$ cat src/rtl/oct_pkg.sv
// Shared definitions for the pixel streamer: FSM state encoding and
// default parameter values.
package oct_pkg;

  typedef enum logic [1:0] {
    IDLE  = 2'd0,
    ISSUE = 2'd1,
    DRAIN = 2'd2,
    DONE  = 2'd3
  } state_t;

  localparam int DEF_DATA_WIDTH    = 8;
  localparam int DEF_IMG_PIXELS    = 1024;
  localparam int DEF_ADDR_WIDTH    = 16;
  localparam int DEF_DRAIN_TIMEOUT = 16;

endpackage

$ cat src/rtl/frame_addr_counter.sv
// Frame address counter: synchronous clear, count enable, and a flag
// that is high while the count equals LIMIT.
module frame_addr_counter #(
  parameter int WIDTH = 16,
  parameter int LIMIT = 0
) (
  input  logic             clk,
  input  logic             reset,
  input  logic             clr,
  input  logic             en,
  output logic [WIDTH-1:0] count,
  output logic             term
);

  // count register; clear wins over enable
  always_ff @(posedge clk or posedge reset) begin
    if (reset)     count <= '0;
    else if (clr)  count <= '0;
    else if (en)   count <= count + 1'b1;
  end

  assign term = (count == WIDTH'(LIMIT));

endmodule

$ cat src/rtl/oct_pixel_streamer.sv
// Streams one frame from a source buffer through an enhancement block
// into a result buffer. Reads have one cycle of latency; pixel_in is
// registered, so a read issued at cycle N emits at N+2.
// Optional running checksum of written results: define STREAMER_CHECKSUM_EN.
module oct_pixel_streamer
  import oct_pkg::*;
#(
  parameter int DATA_WIDTH    = DEF_DATA_WIDTH,
  parameter int IMG_PIXELS    = DEF_IMG_PIXELS,
  parameter int ADDR_WIDTH    = DEF_ADDR_WIDTH,
  parameter int DRAIN_TIMEOUT = DEF_DRAIN_TIMEOUT
) (
  input  logic                  clk,
  input  logic                  reset,
  input  logic                  start,
  input  logic                  stall,
  output logic [ADDR_WIDTH-1:0] rd_addr,
  output logic                  rd_en,
  input  logic [DATA_WIDTH-1:0] rd_data,
  output logic [DATA_WIDTH-1:0] pixel_in,
  output logic                  pixel_valid,
  input  logic [DATA_WIDTH-1:0] pixel_out,
  input  logic                  pixel_ready,
  output logic                  wr_en,
  output logic [ADDR_WIDTH-1:0] wr_addr,
  output logic [DATA_WIDTH-1:0] wr_data,
  output logic                  busy,
  output logic                  done,
  output logic                  err,
  output logic [15:0]           checksum
);

  localparam int TW = $clog2(DRAIN_TIMEOUT + 1);

  state_t                state, nxt;
  logic [ADDR_WIDTH-1:0] iss_cnt, res_cnt;
  logic                  iss_last, res_full;
  logic                  go, issue, accept, timeout;
  logic [TW-1:0]         tmr;
  logic [2:1]            vld_pipe;

  assign go      = (state == IDLE) && start;
  assign busy    = (state == ISSUE) || (state == DRAIN);
  assign issue   = (state == ISSUE) && !stall;
  // res_full gate keeps the result counter from running past the frame
  assign accept  = busy && pixel_ready && !res_full;
  assign timeout = (state == DRAIN) && !pixel_ready && (tmr == TW'(DRAIN_TIMEOUT - 1));
  assign done    = (state == DONE);
  assign rd_en   = issue;
  assign rd_addr = issue ? iss_cnt : '0;

  frame_addr_counter #(.WIDTH(ADDR_WIDTH), .LIMIT(IMG_PIXELS - 1)) u_iss_cnt (
    .clk(clk), .reset(reset), .clr(go), .en(issue), .count(iss_cnt), .term(iss_last)
  );

  frame_addr_counter #(.WIDTH(ADDR_WIDTH), .LIMIT(IMG_PIXELS)) u_res_cnt (
    .clk(clk), .reset(reset), .clr(go), .en(accept), .count(res_cnt), .term(res_full)
  );

  // state register
  always_ff @(posedge clk or posedge reset) begin
    if (reset) state <= IDLE;
    else       state <= nxt;
  end

  // next-state: completion takes priority over the drain timeout
  always_comb begin
    nxt = state;
    case (state)
      IDLE:  if (go) nxt = ISSUE;
      ISSUE: if (issue && iss_last) nxt = DRAIN;
      DRAIN: if (res_full || timeout) nxt = DONE;
      DONE:  nxt = IDLE;
      default: nxt = IDLE;
    endcase
  end

  // read-to-pixel pipeline: stage 1 is data-return, stage 2 is pixel_in
  always_ff @(posedge clk or posedge reset) begin
    if (reset) begin
      vld_pipe <= '0;
      pixel_in <= '0;
    end else begin
      vld_pipe <= {vld_pipe[1], issue};
      if (vld_pipe[1]) pixel_in <= rd_data;
    end
  end

  assign pixel_valid = vld_pipe[2];

  // result write port, one cycle behind each accepted result
  always_ff @(posedge clk or posedge reset) begin
    if (reset) begin
      wr_en   <= 1'b0;
      wr_addr <= '0;
      wr_data <= '0;
    end else begin
      wr_en <= accept;
      if (accept) begin
        wr_addr <= res_cnt;
        wr_data <= pixel_out;
      end
    end
  end

  // cycles since the last pixel_ready; only counts up while draining
  always_ff @(posedge clk or posedge reset) begin
    if (reset)                tmr <= '0;
    else if (pixel_ready)     tmr <= TW'(1);
    else if (state == DRAIN) begin
      if (tmr != TW'(DRAIN_TIMEOUT)) tmr <= tmr + 1'b1;
    end else                  tmr <= '0;
  end

  // sticky timeout flag, cleared by the next accepted start
  always_ff @(posedge clk or posedge reset) begin
    if (reset)                     err <= 1'b0;
    else if (go)                   err <= 1'b0;
    else if (timeout && !res_full) err <= 1'b1;
  end

`ifdef STREAMER_CHECKSUM_EN
  logic [15:0] csum;

  // running mod-2^16 sum of written results
  always_ff @(posedge clk or posedge reset) begin
    if (reset)      csum <= '0;
    else if (go)    csum <= '0;
    else if (wr_en) csum <= csum + 16'(wr_data);
  end

  assign checksum = csum;
`else
  assign checksum = '0;
`endif

endmodule

$ cat config.mk
export PLATFORM = sky130hd
export DESIGN_NAME = oct_pixel_streamer
export DESIGN_NICKNAME = d
export VERILOG_FILES = /design/src/rtl/oct_pkg.sv /design/src/rtl/frame_addr_counter.sv /design/src/rtl/oct_pixel_streamer.sv
export SDC_FILE = /design/constraint.sdc
export NUM_CORES = 1
export LEC_CHECK = 0
export ABC_AREA = 1
export BUFFER_PORTS_ARGS = -buffer_cell sky130_fd_sc_hd__buf_2
export CORE_MARGIN = 2
export CORE_UTILIZATION = 58
export CTS_CLUSTER_DIAMETER = 80
export DETAILED_ROUTE_END_ITERATION = 8
export GPL_TIMING_DRIVEN = 0
export PLACE_DENSITY = 0.85
export SLEW_MARGIN = 5
export SYNTH_ARGS = -nofsm -noshare
export SYNTH_HDL_FRONTEND = slang
export SYNTH_SLANG_ARGS = --single-unit
$ cat constraint.sdc
create_clock -name clk -period 5.5 [get_ports clk]
set_input_delay 0.275 -clock clk [delete_from_list [all_inputs] [get_ports clk]]
set_output_delay 0.275 -clock clk [all_outputs]
set_load 0.03 [all_outputs]
# ---- Word-level counts from Yosys, hierarchy flattened
# Index checks and enable logic that the tools add are counted.
dict set report classes {
  add_sub_neg 3
  mul 0
  div_mod_pow 0
  order_cmp 0
  eq_ne 11
  shift 0
  mux 14
  n_bitwise 0
  n_reduce_logical 18
}
# operator count
set ops {}
lappend ops {{two-way mux 16 bit} 5}
lappend ops {{adder 16 x 1 -> 16 bit (second input constant)} 2}
lappend ops {{equality test 16 x 10 -> 1 bit (second input constant)} 1}
lappend ops {{equality test 16 x 11 -> 1 bit (second input constant)} 1}
lappend ops {{two-way mux 5 bit} 3}
lappend ops {{logical AND 1 bit} 8}
lappend ops {{one-hot mux 2 bit (4 select lines)} 1}
lappend ops {{two-way mux 2 bit} 3}
lappend ops {{nonzero test 2 bit} 3}
lappend ops {{adder 5 x 1 -> 5 bit (second input constant)} 1}
lappend ops {{equality test 5 x 4 -> 1 bit (second input constant)} 1}
lappend ops {{!= test 5 bit (second input constant)} 1}
lappend ops {{equality test 2 bit (second input constant)} 2}
lappend ops {{!= test 2 x 1 -> 1 bit (second input constant)} 2}
lappend ops {{zero test 1 bit} 3}
lappend ops {{!= test 3 x 2 -> 1 bit (second input constant)} 1}
lappend ops {{AND reduction 3 bit} 1}
lappend ops {{equality test 2 x 1 -> 1 bit (second input constant)} 1}
lappend ops {{zero test 2 bit} 1}
lappend ops {{logical OR 1 bit} 2}
lappend ops {{two-way mux 1 bit} 2}
lappend ops {{!= test 2 bit (second input constant)} 1}
dict set report totals {
  ff_bits 75
  latch_bits 0
  ram_bits 0
  rom_bits 0
  in_bits 21
  output_inout_bits 70
  elab_cells 56
  n_memories 0
}

# ---- Longest topological paths before layout
dict set report depth {
  depth_word 6
  ltp_mapped 11
  mapped_depth_nobuf 11
}

# ---- Cells and area by module
# Synthesis repeated with hierarchy kept, for this count alone.
dict set report unflattened {
  hier_cells 502
  area_unflattened_um2 4080.2
}
# mod instances cells_each area_each_um2 seq_area_each_um2
set by_module_without_submodules {}
lappend by_module_without_submodules {oct_pixel_streamer 1 241 2127.0 1076.0}
lappend by_module_without_submodules {{frame_addr_counter (u_res_cnt)} 1 133 991.0 400.4}
lappend by_module_without_submodules {{frame_addr_counter (u_iss_cnt)} 1 128 962.2 400.4}

# ---- Least setup slack after synthesis
# No wires, ideal clock.
dict set report synth_timing {
  path_kind {register to output}
  start {register state[1]}
  end {output port rd_addr[10]}
  arrival_time_ns 1.482
  required_time_ns 5.225
  setup_slack_ns 3.743
  stages_incl_launch_ff 7
  path_buffers 2
  path_cell_list {dfrtp_1 inv_1 ha_1 nand2_1 buf_2 buf_1 nor2_1}
}
dict set report synth_between {
  elab_chain_cells 3
}
# item line
set synth_rtl {}
lappend synth_rtl {{start, declared} oct_pixel_streamer.sv:35} ;# state_t state, nxt;
lappend synth_rtl {{start signal, assigned} oct_pixel_streamer.sv:63} ;# else state <= nxt;
lappend synth_rtl {{equality test 2 x 1 -> 1 bit} oct_pixel_streamer.sv:44} ;# assign issue = (state == ISSUE) && !stall;
lappend synth_rtl {{logical AND 1 bit} oct_pixel_streamer.sv:44}
lappend synth_rtl {{two-way mux 16 bit} oct_pixel_streamer.sv:50} ;# assign rd_addr = issue ? iss_cnt : '0;
lappend synth_rtl {{end, declared} oct_pixel_streamer.sv:17} ;# output logic [ADDR_WIDTH-1:0] rd_addr,
# No other way between the ends.

# ---- Worst setup path in the final report
# Ends and elaborated chain as after synthesis.

==> impl_metrics.py <==
metrics = {
    "pwr": {
        "leakagePower_nw": 2.44,
        "p_per_area_mw_per_mm2": 454,
        "ir_drop_v": 0.000430,
    },
    "die": {
        "die_h_um": 85.4,
        "start_util_pct": 60.2,
        "die-area_mm2": 0.00729,
        "io_pins": 91,
        "fp.dieW_um": 85.4,
        "core_mm2": 0.00639,
        "rows": 29,
    },
    "critical_path": {
        "critPathMaxFanout": 10,
        "critPathLaunchType": "flop",
        "crit_slowest_cell": "dfrtp_1",
        "path_cells": "inv_1 -> ha_1 -> nand2_1 -> buf_2 -> buf_1 -> nor2_1 -> buf_2",
        "slowest_delay_ps": 410,
        "rr_endpoint": "u_iss_cnt.count[0]",
        "cp-end-kind": "primary output",
        "timing.rr.start": "state[0]",
        "r2r_cells": 6,
        "crit_required_ps": 5220,
        "cpMostUsedCell": "buf_2",
        "cp_data_arrival_time_ps": 2020,
        "worstSetupPathType": "flop to primary output",
        "r2r_slack_ps": 3650,
    },
    "clock_network": {
        "htree_levels": 3,
        "clk_pin_slew_ps": 80,
        "ctsResizeCount": 0,
        "cts_buffers": 9,
        "cts_tree": "built",
        "cts_sinks": 75,
        "clock-root-buffer": "clkbuf_8",
        "clk_latency_ps": 350,
        "clockBufferDepth": 2,
    },
    "synthesis": {
        "ys_types": 29,
        "synth-main-ff-cell": "dfrtp_1",
        "synthCells": 480,
        "synth_top_cell_area_share_pct": 48.8,
        "synth-edff-count": 0,
        "seq_area_frac_synth_pct": 48.8,
        "ys_ff_latch": 75,
        "synth.most_common_cell": "nand2_1",
        "synth_warnings": 0,
        "yosys.area.top_type": "dfrtp_1",
        "yosys-top-cells-area": "dfrtp_1, nand2_1, nor2_1, inv_1, o21ai_0",
        "synth.avg_cell_area_um2": 8.01,
        "synth_area_mm2": 0.00384,
        "async_flop_share_pct": 100,
        "netlist_top_cells_count": "nand2_1, dfrtp_1, nor2_1",
    },
    "place": {
        "port_buffers": 74,
        "post-place-ws_ps": 3590,
        "place_congestion": 0.945,
        "dp_hpwl_um": 6320,
    },
    "global_route": {
        "antenna_found_initial": 0,
        "grt_max_degree": 72,
        "track_usage_pct": 25.7,
        "grt-ovfl-total": 0,
        "grt_pass1_vias": 3262,
        "grt_first_pass_wirelength_um": 15000,
    },
    "detailed_routing": {
        "num_vias": 3480,
        "drt_wl_total_um": 8840,
        "drtIter0Drc": 219,
        "drc_errors": 0,
        "wire_per_inst_um": 13.3,
        "via_per_inst": 5.24,
        "antenna_left": 0,
        "drt_pass1_iterations": 5,
    },
    "worst_hold_path": {
        "worst_hold_startpoint": "pixel_out[5]",
        "hold_path_depth": 3,
        "hold_class": "input port to flop",
        "holdPathEnd": "wr_data[5]",
    },
    "job": {
        "maxCapViolCount": 0,
    },
    "cells_and_area": {
        "fin_util_pct": 72.8,
        "nets": 613,
        "layout-drive-gt1-share_pct": 22.8,
        "synthToLayoutAreaGrowth_pct": 21.1,
        "num_antenna_cells": 0,
    },
    "sta": {
        "finalSetupTns_ps": 0,
        "fmax_mhz": 436,
        "relSlewSlack_pct": 63.5,
        "min_period_over_period_pct": 41.7,
        "finClkSkew_ps": 7.66,
        "setup_violations": 0,
        "tightest_slew_ps": 548,
        "worst_hold_slack_ps": 122,
        "timing.final.ws_setup_ps": 3210,
        "final_max_slew_viol_count": 0,
        "fin_crit_ps": 2290,
        "hold_violations": 0,
        "rsz0062_at_grt": "no",
    },
    "outcome": {
        "status": "complete, no violations",
    },
}
==> worst max-delay path: cells and delay by family, from the launching register on <==
kind	cells	cell delay [ps]
fa+ha+maj	1	190
buf+inv	4	850
simple gates	2	230
flops	1	410
==> report_power, final <==
| group | leakage (nW) | internal [mW] | switching, mW |
|---|---|---|---|
| Combinational | 1.32 | 0.250 | 0.584 |
| Sequential | 1.00 | 0.675 | 0.0818 |
| Clock | 0.116 | 0.304 | 0.220 |
| Total | 2.44 | 1.23 | 0.885 |
==> flip-flops by register name, summed over array words and instances (netlist names) <==
signal           flops
vld_pipe             2
err                  1
u_iss_cnt.count     16
pixel_in             8
tmr                  5
u_res_cnt.count     16
state                2
wr_en                1
wr_addr             16
wr_data              8
==> cell usage in the layout (no fill, tap or decap) <==
master / Yosys / layout
clkbuf_8: 0 / 9
ha_1: 10 / 10
inv_2: 1 / 1
clkbuf_1: 2 / 2
nand3_4: 1 / 1
a21oi_2: 1 / 1
nand2_1: 124 / 124
nand4_1: 18 / 18
inv_6: 0 / 2
nand3_1: 24 / 24
buf_16: 0 / 1
clkinvlp_4: 0 / 2
a31oi_1: 1 / 1
nor2_1: 66 / 66
mux2_2: 8 / 8
buf_2: 4 / 78
inv_4: 1 / 2
nor3_1: 7 / 7
a211oi_1: 1 / 1
buf_4: 19 / 19
conb_1: 1 / 16
nand2_4: 1 / 1
clkbuf_4: 1 / 1
a21oi_1: 13 / 13
or2_2: 1 / 1
dlygate4sd3_1: 0 / 1
nor3b_1: 1 / 1
nor2_2: 3 / 3
bufinv_16: 0 / 3
xor2_1: 4 / 4
o21ai_0: 37 / 37
inv_1: 53 / 52
nand2_2: 1 / 1
buf_1: 1 / 1
dfrtp_1: 75 / 75
==> area by class of cell <==
type / instances / area (um2)
flip-flops and latches: 75 / 1880
fillers: 492 / 1730
multi-input cells: 338 / 1630
repair buffers: 76 / 408
inverters: 55 / 211
plain buffers: 27 / 181
clock buffers: 9 / 124
clock inverters: 7 / 123
well taps: 77 / 96.3
==> worst max path at each step <==
stage          startpoint             endpoint
4_1_cts          state[1]          rd_addr[10]
3_3_place_gp        reset  u_iss_cnt.count[12]
5_1_grt          state[1]          rd_addr[10]
6_report         state[1]          rd_addr[10]
3_5_place_dp     state[1]          rd_addr[10]
2_1_floorplan       reset                  err
==> cell families (layout without fill, tap and decap cells) <==
logic type	count (synthesis)	after routing	synth area share, %
muxes	8	8	2.34
and+or+nand+nor	247	247	27.3
adders and majority gates	10	10	3.26
xor gates and xnor gates	4	4	0.912
AOI/OAI and AO/OA	53	53	7.10
DFF	75	75	48.8
buffers and inverters	82	174	10.2
other	1	16	0.0976
==> per-stage QoR <==
step	total power, mW	cell area, um2	cells
6_report	2.11	4650	664
5_1_grt	2.24	4650	664
4_1_cts	2.13	4650	664
3_5_place_dp	1.59	4400	647
3_3_place_gp	1.56	4370	646
2_1_floorplan	1.36	3900	495
==> what timing repair did <==
item | 4_1_cts | 5_1_grt
hold buffers | 1 | 0
buffers inserted | 0 | 0
endpoints found under the hold margin | 4 | 0
==> routing by layer <==
| layer | track usage [%] | wire (um) |
|---|---|---|
| met1 | 33.2 | 3780 |
| met4 | 9.24 | 137 |
| met2 | 44.2 | 4460 |
| met3 | 3.89 | 464 |
| met5 | 0 | 0 |
Note: power is estimated with default switching activity, not from simulation.
